`config.mk`:
```
export PLATFORM = sky130hd
export DESIGN_NAME = pdm_decim_mc
export DESIGN_NICKNAME = d
export VERILOG_FILES = /design/src/rtl/pdm_pkg.sv /design/src/rtl/pdm_decim_mc_accum.sv /design/src/rtl/pdm_decim_mc.sv
export SDC_FILE = /design/constraint.sdc
export NUM_CORES = 1
export LEC_CHECK = 0
export CAP_MARGIN = 40
export CORE_MARGIN = 1
export CORE_UTILIZATION = 45
export DETAILED_ROUTE_END_ITERATION = 10
export PLACE_DENSITY_LB_ADDON = 0.25
export SLEW_MARGIN = 20
export SYNTH_ARGS = -nofsm -noshare
export SYNTH_HDL_FRONTEND = slang
export SYNTH_SLANG_ARGS = --single-unit
export TNS_END_PERCENT = 100
```
`constraint.sdc`:
```
create_clock -name clk -period 2.7 [get_ports clk]
set_clock_uncertainty 0.15 [all_clocks]
set_input_delay 0.54 -clock clk [delete_from_list [all_inputs] [get_ports clk]]
set_output_delay 0.54 -clock clk [all_outputs]
set_load 0.01 [all_outputs]
```
`src/rtl/pdm_pkg.sv`:
```
// pdm_pkg: shared widths, defaults and PCM conversion for the PDM decimator
package pdm_pkg;

    localparam int DEF_WIN_LEN = 1134;
    localparam int DEF_OUT_W   = 16;

    function automatic int cnt_w(input int win_len);
        return $clog2(win_len);
    endfunction

    function automatic int acc_w(input int win_len);
        return $clog2(win_len + 1);
    endfunction

    // Ones-count to PCM word, saturated to the out_w range; caller truncates to out_w bits
    function automatic logic [63:0] to_pcm(input int count, input int win_len, input int out_w, input bit signed_out);
        longint v, hi, lo;
        v  = signed_out ? (longint'(count) <<< 1) - longint'(win_len) : longint'(count);
        hi = signed_out ? (longint'(1) <<< (out_w - 1)) - longint'(1) : (longint'(1) <<< out_w) - longint'(1);
        lo = signed_out ? -(longint'(1) <<< (out_w - 1)) : longint'(0);
        v  = v > hi ? hi : (v < lo ? lo : v);
        return v;
    endfunction

endpackage

```
`src/rtl/pdm_decim_mc_accum.sv`:
```
// pdm_ch_accum: one channel's window ones-counter and PCM conversion
module pdm_ch_accum
    import pdm_pkg::*;
#(
    parameter int WIN_LEN    = DEF_WIN_LEN,
    parameter int OUT_W      = DEF_OUT_W,
    parameter bit SIGNED_OUT = 1'b0
) (
    input  logic             clk,
    input  logic             rst_n,
    input  logic             en,
    input  logic             sample,
    input  logic             close,
    output logic [OUT_W-1:0] result
);

    localparam int ACC_W = acc_w(WIN_LEN);

    logic [ACC_W-1:0] acc;
    logic [ACC_W-1:0] sum;

    // sum includes the current sample so the closing cycle is counted
    assign sum    = acc + ACC_W'(sample);
    assign result = OUT_W'(to_pcm(int'(sum), WIN_LEN, OUT_W, SIGNED_OUT));

    // Accumulate on enabled cycles; restart from zero as the window closes
    always_ff @(posedge clk or negedge rst_n) begin
        if (!rst_n)
            acc <= '0;
        else if (en)
            acc <= close ? '0 : sum;
    end

endmodule

```
`src/rtl/pdm_decim_mc.sv`:
```
// pdm_decim_mc: multi-channel PDM-to-PCM box-filter decimator with valid/ready output
module pdm_decim_mc
    import pdm_pkg::*;
#(
    parameter int NUM_CH     = 2,
    parameter int WIN_LEN    = DEF_WIN_LEN,
    parameter int OUT_W      = DEF_OUT_W,
    parameter bit SIGNED_OUT = 1'b0
) (
    input  logic                    clk,
    input  logic                    rst_n,
    input  logic                    en,
    input  logic [NUM_CH-1:0]       pdm_in,
    output logic [NUM_CH*OUT_W-1:0] pcm_out,
    output logic                    pcm_vld,
    input  logic                    pcm_rdy,
    output logic                    overrun,
    input  logic                    ovr_clr
);

    localparam int CNT_W = cnt_w(WIN_LEN);
    localparam int ACC_W = acc_w(WIN_LEN);

    if (SIGNED_OUT ? (OUT_W < ACC_W + 1) : (OUT_W < ACC_W)) begin : g_width_chk
        $error("pdm_decim_mc: OUT_W too narrow for WIN_LEN, results will saturate");
    end

    logic [CNT_W-1:0]        timer;
    logic                    close;
    logic [NUM_CH*OUT_W-1:0] res;

    assign close = en && (timer == CNT_W'(WIN_LEN - 1));

    for (genvar i = 0; i < NUM_CH; i++) begin : g_ch
        pdm_ch_accum #(
            .WIN_LEN   (WIN_LEN),
            .OUT_W     (OUT_W),
            .SIGNED_OUT(SIGNED_OUT)
        ) u_accum (
            .clk   (clk),
            .rst_n (rst_n),
            .en    (en),
            .sample(pdm_in[i]),
            .close (close),
            .result(res[i*OUT_W +: OUT_W])
        );
    end

    // Shared window timer, advancing only on enabled cycles
    always_ff @(posedge clk or negedge rst_n) begin
        if (!rst_n)
            timer <= '0;
        else if (en)
            timer <= close ? '0 : timer + CNT_W'(1);
    end

    // Output register, handshake and sticky overrun; a close always loads and wins
    always_ff @(posedge clk or negedge rst_n) begin
        if (!rst_n) begin
            pcm_out <= '0;
            pcm_vld <= 1'b0;
            overrun <= 1'b0;
        end else begin
            if (close)
                pcm_out <= res;
            pcm_vld <= close ? 1'b1 : (pcm_vld && pcm_rdy ? 1'b0 : pcm_vld);
            overrun <= (close && pcm_vld && !pcm_rdy) ? 1'b1 : (ovr_clr ? 1'b0 : overrun);
        end
    end

endmodule

```
**Word level (Yosys, flattened, before mapping)**

Index checks and enable logic that the tools add are counted.
Widths: inputs -> output; s select.

- Register bits after elaboration: 57
- Bits in latches: 0
- RAM bits: 0
- Bits in read-only memories: 0
- Output and inout port bits: 34
- Memories: 0

- $add $sub $neg: 3
- $mul: 0
- Div/mod/pow operators: 0
- Magnitude comparators: 0
- Equal/unequal tests: 1
- Shift operators: 0
- Muxes and demuxes: 7
- Bitwise logic cells: 0
- Reductions and logical operators: 7

Operators by type and width:

| kind | number |
|---|---|
| $mux 11 | 3 |
| $add 11x1->11 | 2 |
| $add 11x1->11 const B | 1 |
| $eq 11x11->1 const B | 1 |
| $logic_and 1x1->1 | 4 |
| $mux 1 | 4 |
| $reduce_bool 2->1 | 2 |
| $logic_not 1->1 | 1 |

**Depth between registers and ports, before layout**

- Depth in word-level cells: 5
- Depth in mapped cells: 7
- Gate-level depth less buffers: 6

**Hierarchy**

A second synthesis with hierarchy kept.

- Cell total of the unflattened synthesis: 292
- Area total of the unflattened synthesis: 3488.3 um^2

By module, submodules not included:

| module | times used | cells each | area an instance (um^2) | sequential area each (um^2) |
|---|---|---|---|---|
| pdm_decim_mc | 1 | 130 | 1944.4 | 1126.1 |
| pdm_ch_accum | 2 | 81 | 772.0 | 275.3 |

**Worst setup path after synthesis**

OpenSTA, ideal clock, no wires.

- Kind: input to register
- Start: input port pdm_in[1]
- End: register g_ch[1].u_accum.acc[10]
- Library setup time: 0.118 ns
- Data arrival time: 1.738 ns
- Required time: 2.432 ns
- Slack: 0.694 ns
- Cell stages on the path: 6
- Path buffers: 0
- Path through: ha_1 ha_1 nand3_1 o41ai_1 a21oi_1 a21o_1

- Word-level cells in the longest chain between the ends: 2

RTL lines:

| what | RTL line | text |
|---|---|---|
| start, declared | pdm_decim_mc.sv:13 | `input logic [NUM_CH-1:0] pdm_in,` |
| $add 11x1->11 | pdm_decim_mc_accum.sv:23 | `assign sum = acc + ACC_W'(sample);` |
| $mux 11 | pdm_decim_mc_accum.sv:31 | `acc <= close ? '0 : sum;` |
| end signal, assigned | pdm_decim_mc_accum.sv:31 |  |
| end, declared | pdm_decim_mc_accum.sv:19 | `logic [ACC_W-1:0] acc;` |

No other way between the ends.
A chain may end at the register's enable or synchronous reset.

**Worst setup path in the final report**

Ends and elaborated chain as after synthesis.

==> out/results.tsv <==
metric	value	unit
status	finished clean	
clockBufferDepth	2	
fill_cells	559	
clk_latency	0.34	ns
pre_cts_ws	0.0932	ns
syn_avg_cell_area	9.85	um^2
die_y	82.4	um
grt_setup_unrepaired	false	
post-route-drc-count	0	
dpl.hpwl	3.97	mm
finalSetupViolCount	0	
ys_types	44	
cts_hold_buf	0	
period_share	0.839	
post_cts_resized	0	
first_global_vias	2109	
ys_seq_area_frac	0.491	
synth_largest_area_cell	dfrtp_1	
fin_area	3380	um^2
gp_congestion	0.797	
worstPathMaxFanout	8	
slew_headroom	0.612	
numPortBuffers	30	
grt_usage	0.194	
reg2reg_from	timer[7]	
rr_worst_depth	5	
tightest_slew	0.582	ns
finalCoreUtilization	0.557	
synth_area	2910	um^2
coreArea	6060	um^2
crit_type	primary input to flip-flop	
r2r_end	g_ch[0].u_accum.acc[3]	
period_needed	2.27	ns
finalHoldViolCount	0	
worst_setup_path_end_kind	flip-flop	
async_reset_ff_frac	1.00	
std_cell_rows	28	
max_clock_freq	441	MHz
cap_violations	0	
drive_gt1_frac	0.0942	
power-per-cell-area	621	nW/um^2
hp-class	primary input to async pin	
cts.clk_slew.worst_paths	0.07	ns
h-tree-depth	3	
cts_tree	yes	
cp_data_required_time	2.78	ns
leakage	1.46	nW
antenna_found_initial	0	
nets	337	
area_growth_syn_to_layout	16.2	%
die-area	6780	um^2
num_vias	2179	
io_pins	41	
clock-sinks	57	
finalWorstSetupSlack	0.433	ns
slew_viol_final	0	
drtIter0Drc	80	
grt_overflow	0	
grt_pass1_wl	9.58	mm
wl_per_cell	14.2	um
cts_setup_buffers	0	
multi_input_area	1290	um^2
startpoint	pdm_in[1]	
critPathArrivalTime	2.35	ns
cts_buffers	9	
drt_wl_total	5.72	mm
ff_latch_area	1430	um^2
place_area	3200	um^2
diodes	0	
ant_nets	0	
yosysWarningCount	0	
die_x	82.4	um
initial_core_util	0.480	
synth_top_area_frac	0.491	
ys_ff_latch	57	
ir_drop	0.411	mV
reg2reg_slack	0.52	ns
firstDrtPassIters	4	
grt_max_degree	31	
ctsRootBufferMaster	clkbuf_8	
netlist_instances	295	
synth_edf_count	0	
routed_via_density	5.39	
startpoint_type	primary input	
setup_tns	0	ns
synth_top_flop_cell	dfrtp_1	
netlist_top_cells_area	dfrtp_1 (49%), o21ai_0 (5.5%), xnor2_1 (5.4%), nand2_1 (4.6%), a22o_1 (3.9%)	
-- state kept, by name, summed over array words and instances, names as in the netlist --
signal            flops
overrun               1
timer                11
pcm_vld               1
pcm_out              22
g_ch.u_accum.acc     22
-- final cells by class --
type,count,area share
sequential,57,0.422
multi-input combinational,208,0.383
timing repair buffer,37,0.103
clock buffer,13,0.0470
tap,75,0.0278
inverter,11,0.0122
clock inverter,3,0.00444
-- logic make-up (layout without fill, tap and decap cells) --
family / count (synthesis) / count (layout) / synth area share
adders and majority gates: 6 / 6 / 0.0258
xor gates and xnor gates: 23 / 23 / 0.0693
other: 1 / 10 / 0.00129
AOI/OAI and AO/OA: 65 / 65 / 0.147
muxes: 4 / 4 / 0.0155
and+or+nand+nor: 100 / 100 / 0.175
DFF: 57 / 57 / 0.491
buffers and inverters: 39 / 64 / 0.0753
-- power breakdown --
part / internal (mW) / switching, mW / leakage (nW)
Sequential: 0.949 / 0.121 / 0.749
Combinational: 0.154 / 0.162 / 0.614
Clock: 0.379 / 0.333 / 0.0932
Total: 1.48 / 0.616 / 1.46
-- per-stage QoR --
step | instances | power, mW | hold slack [ns]
3_5_place_dp | 388 | 1.40 | 0.321
4_1_cts | 404 | 2.12 | 0.0527
6_report | 404 | 2.10 | 0.0398
5_1_grt | 404 | 2.21 | 0.0862
2_1_floorplan | 304 | 1.32 | 0.0944
3_3_place_gp | 388 | 1.39 | 0.312
-- cells in the mapped netlist, types with 2 or more instances --
cell	instances
a21oi_1	2
a221o_1	2
a22o_1	13
and2_1	4
buf_2	3
buf_4	10
buf_6	4
clkbuf_1	10
dfrtp_1	57
ha_1	6
inv_1	11
mux2_2	4
nand2_1	36
nand2b_1	2
nand3_1	8
nand4_1	5
nor2_1	15
nor2b_1	3
nor3_1	12
nor4_1	4
o21ai_0	32
o21ai_1	2
o22ai_1	2
o2bb2ai_1	4
o31ai_1	2
or3_1	3
xnor2_1	18
xor2_1	5
-- how the worst max path moves through the flow --
stage	endpoint	slack [ns]	cells past startpoint
2_1_floorplan	g_ch[1].u_accum.acc[10]	0.69	6
3_5_place_dp	g_ch[1].u_accum.acc[10]	0.09	7
5_1_grt	g_ch[0].u_accum.acc[8]	0.30	7
4_1_cts	g_ch[1].u_accum.acc[10]	0.45	7
6_report	g_ch[1].u_accum.acc[10]	0.43	7
3_3_place_gp	g_ch[1].u_accum.acc[10]	0.14	7
-- layer usage --
layer,wire length (um),vias up,track usage
met5,0,-,0
li1,-,1065,-
met2,2670,40,0.307
met1,2720,1063,0.248
met4,130,0,0.111
met3,200,11,0.0385
-- critical path: stages --
cell and delay [ns]:
clkdlybuf4s50_1 0.47, ha_1 0.19, ha_1 0.22, nand3_1 0.26, o41ai_1 0.42, a21oi_1 0.07, a21o_1 0.17
-- layout by cell type (no fill, tap or decap), types with 2 or more instances in the layout --
cell              n
buf_4             7
nand4_1           5
mux2_2            4
nor2_1           15
conb_1           10
a221o_1           2
nor3_1           12
clkdlybuf4s50_1  29
nand3_1           8
o2bb2ai_1         4
dfrtp_1          57
nor2b_1           3
ha_1              6
inv_1            11
clkbuf_1          2
and2_1            4
a22o_1           13
o22ai_1           2
o21ai_1           2
o31ai_1           2
nand2_1          36
nand2b_1          2
a21oi_1           2
nor4_1            4
or3_1             3
o21ai_0          32
clkinv_2          3
xnor2_1          18
xor2_1            5
clkbuf_8         11
(Power assumes the default switching activity.)
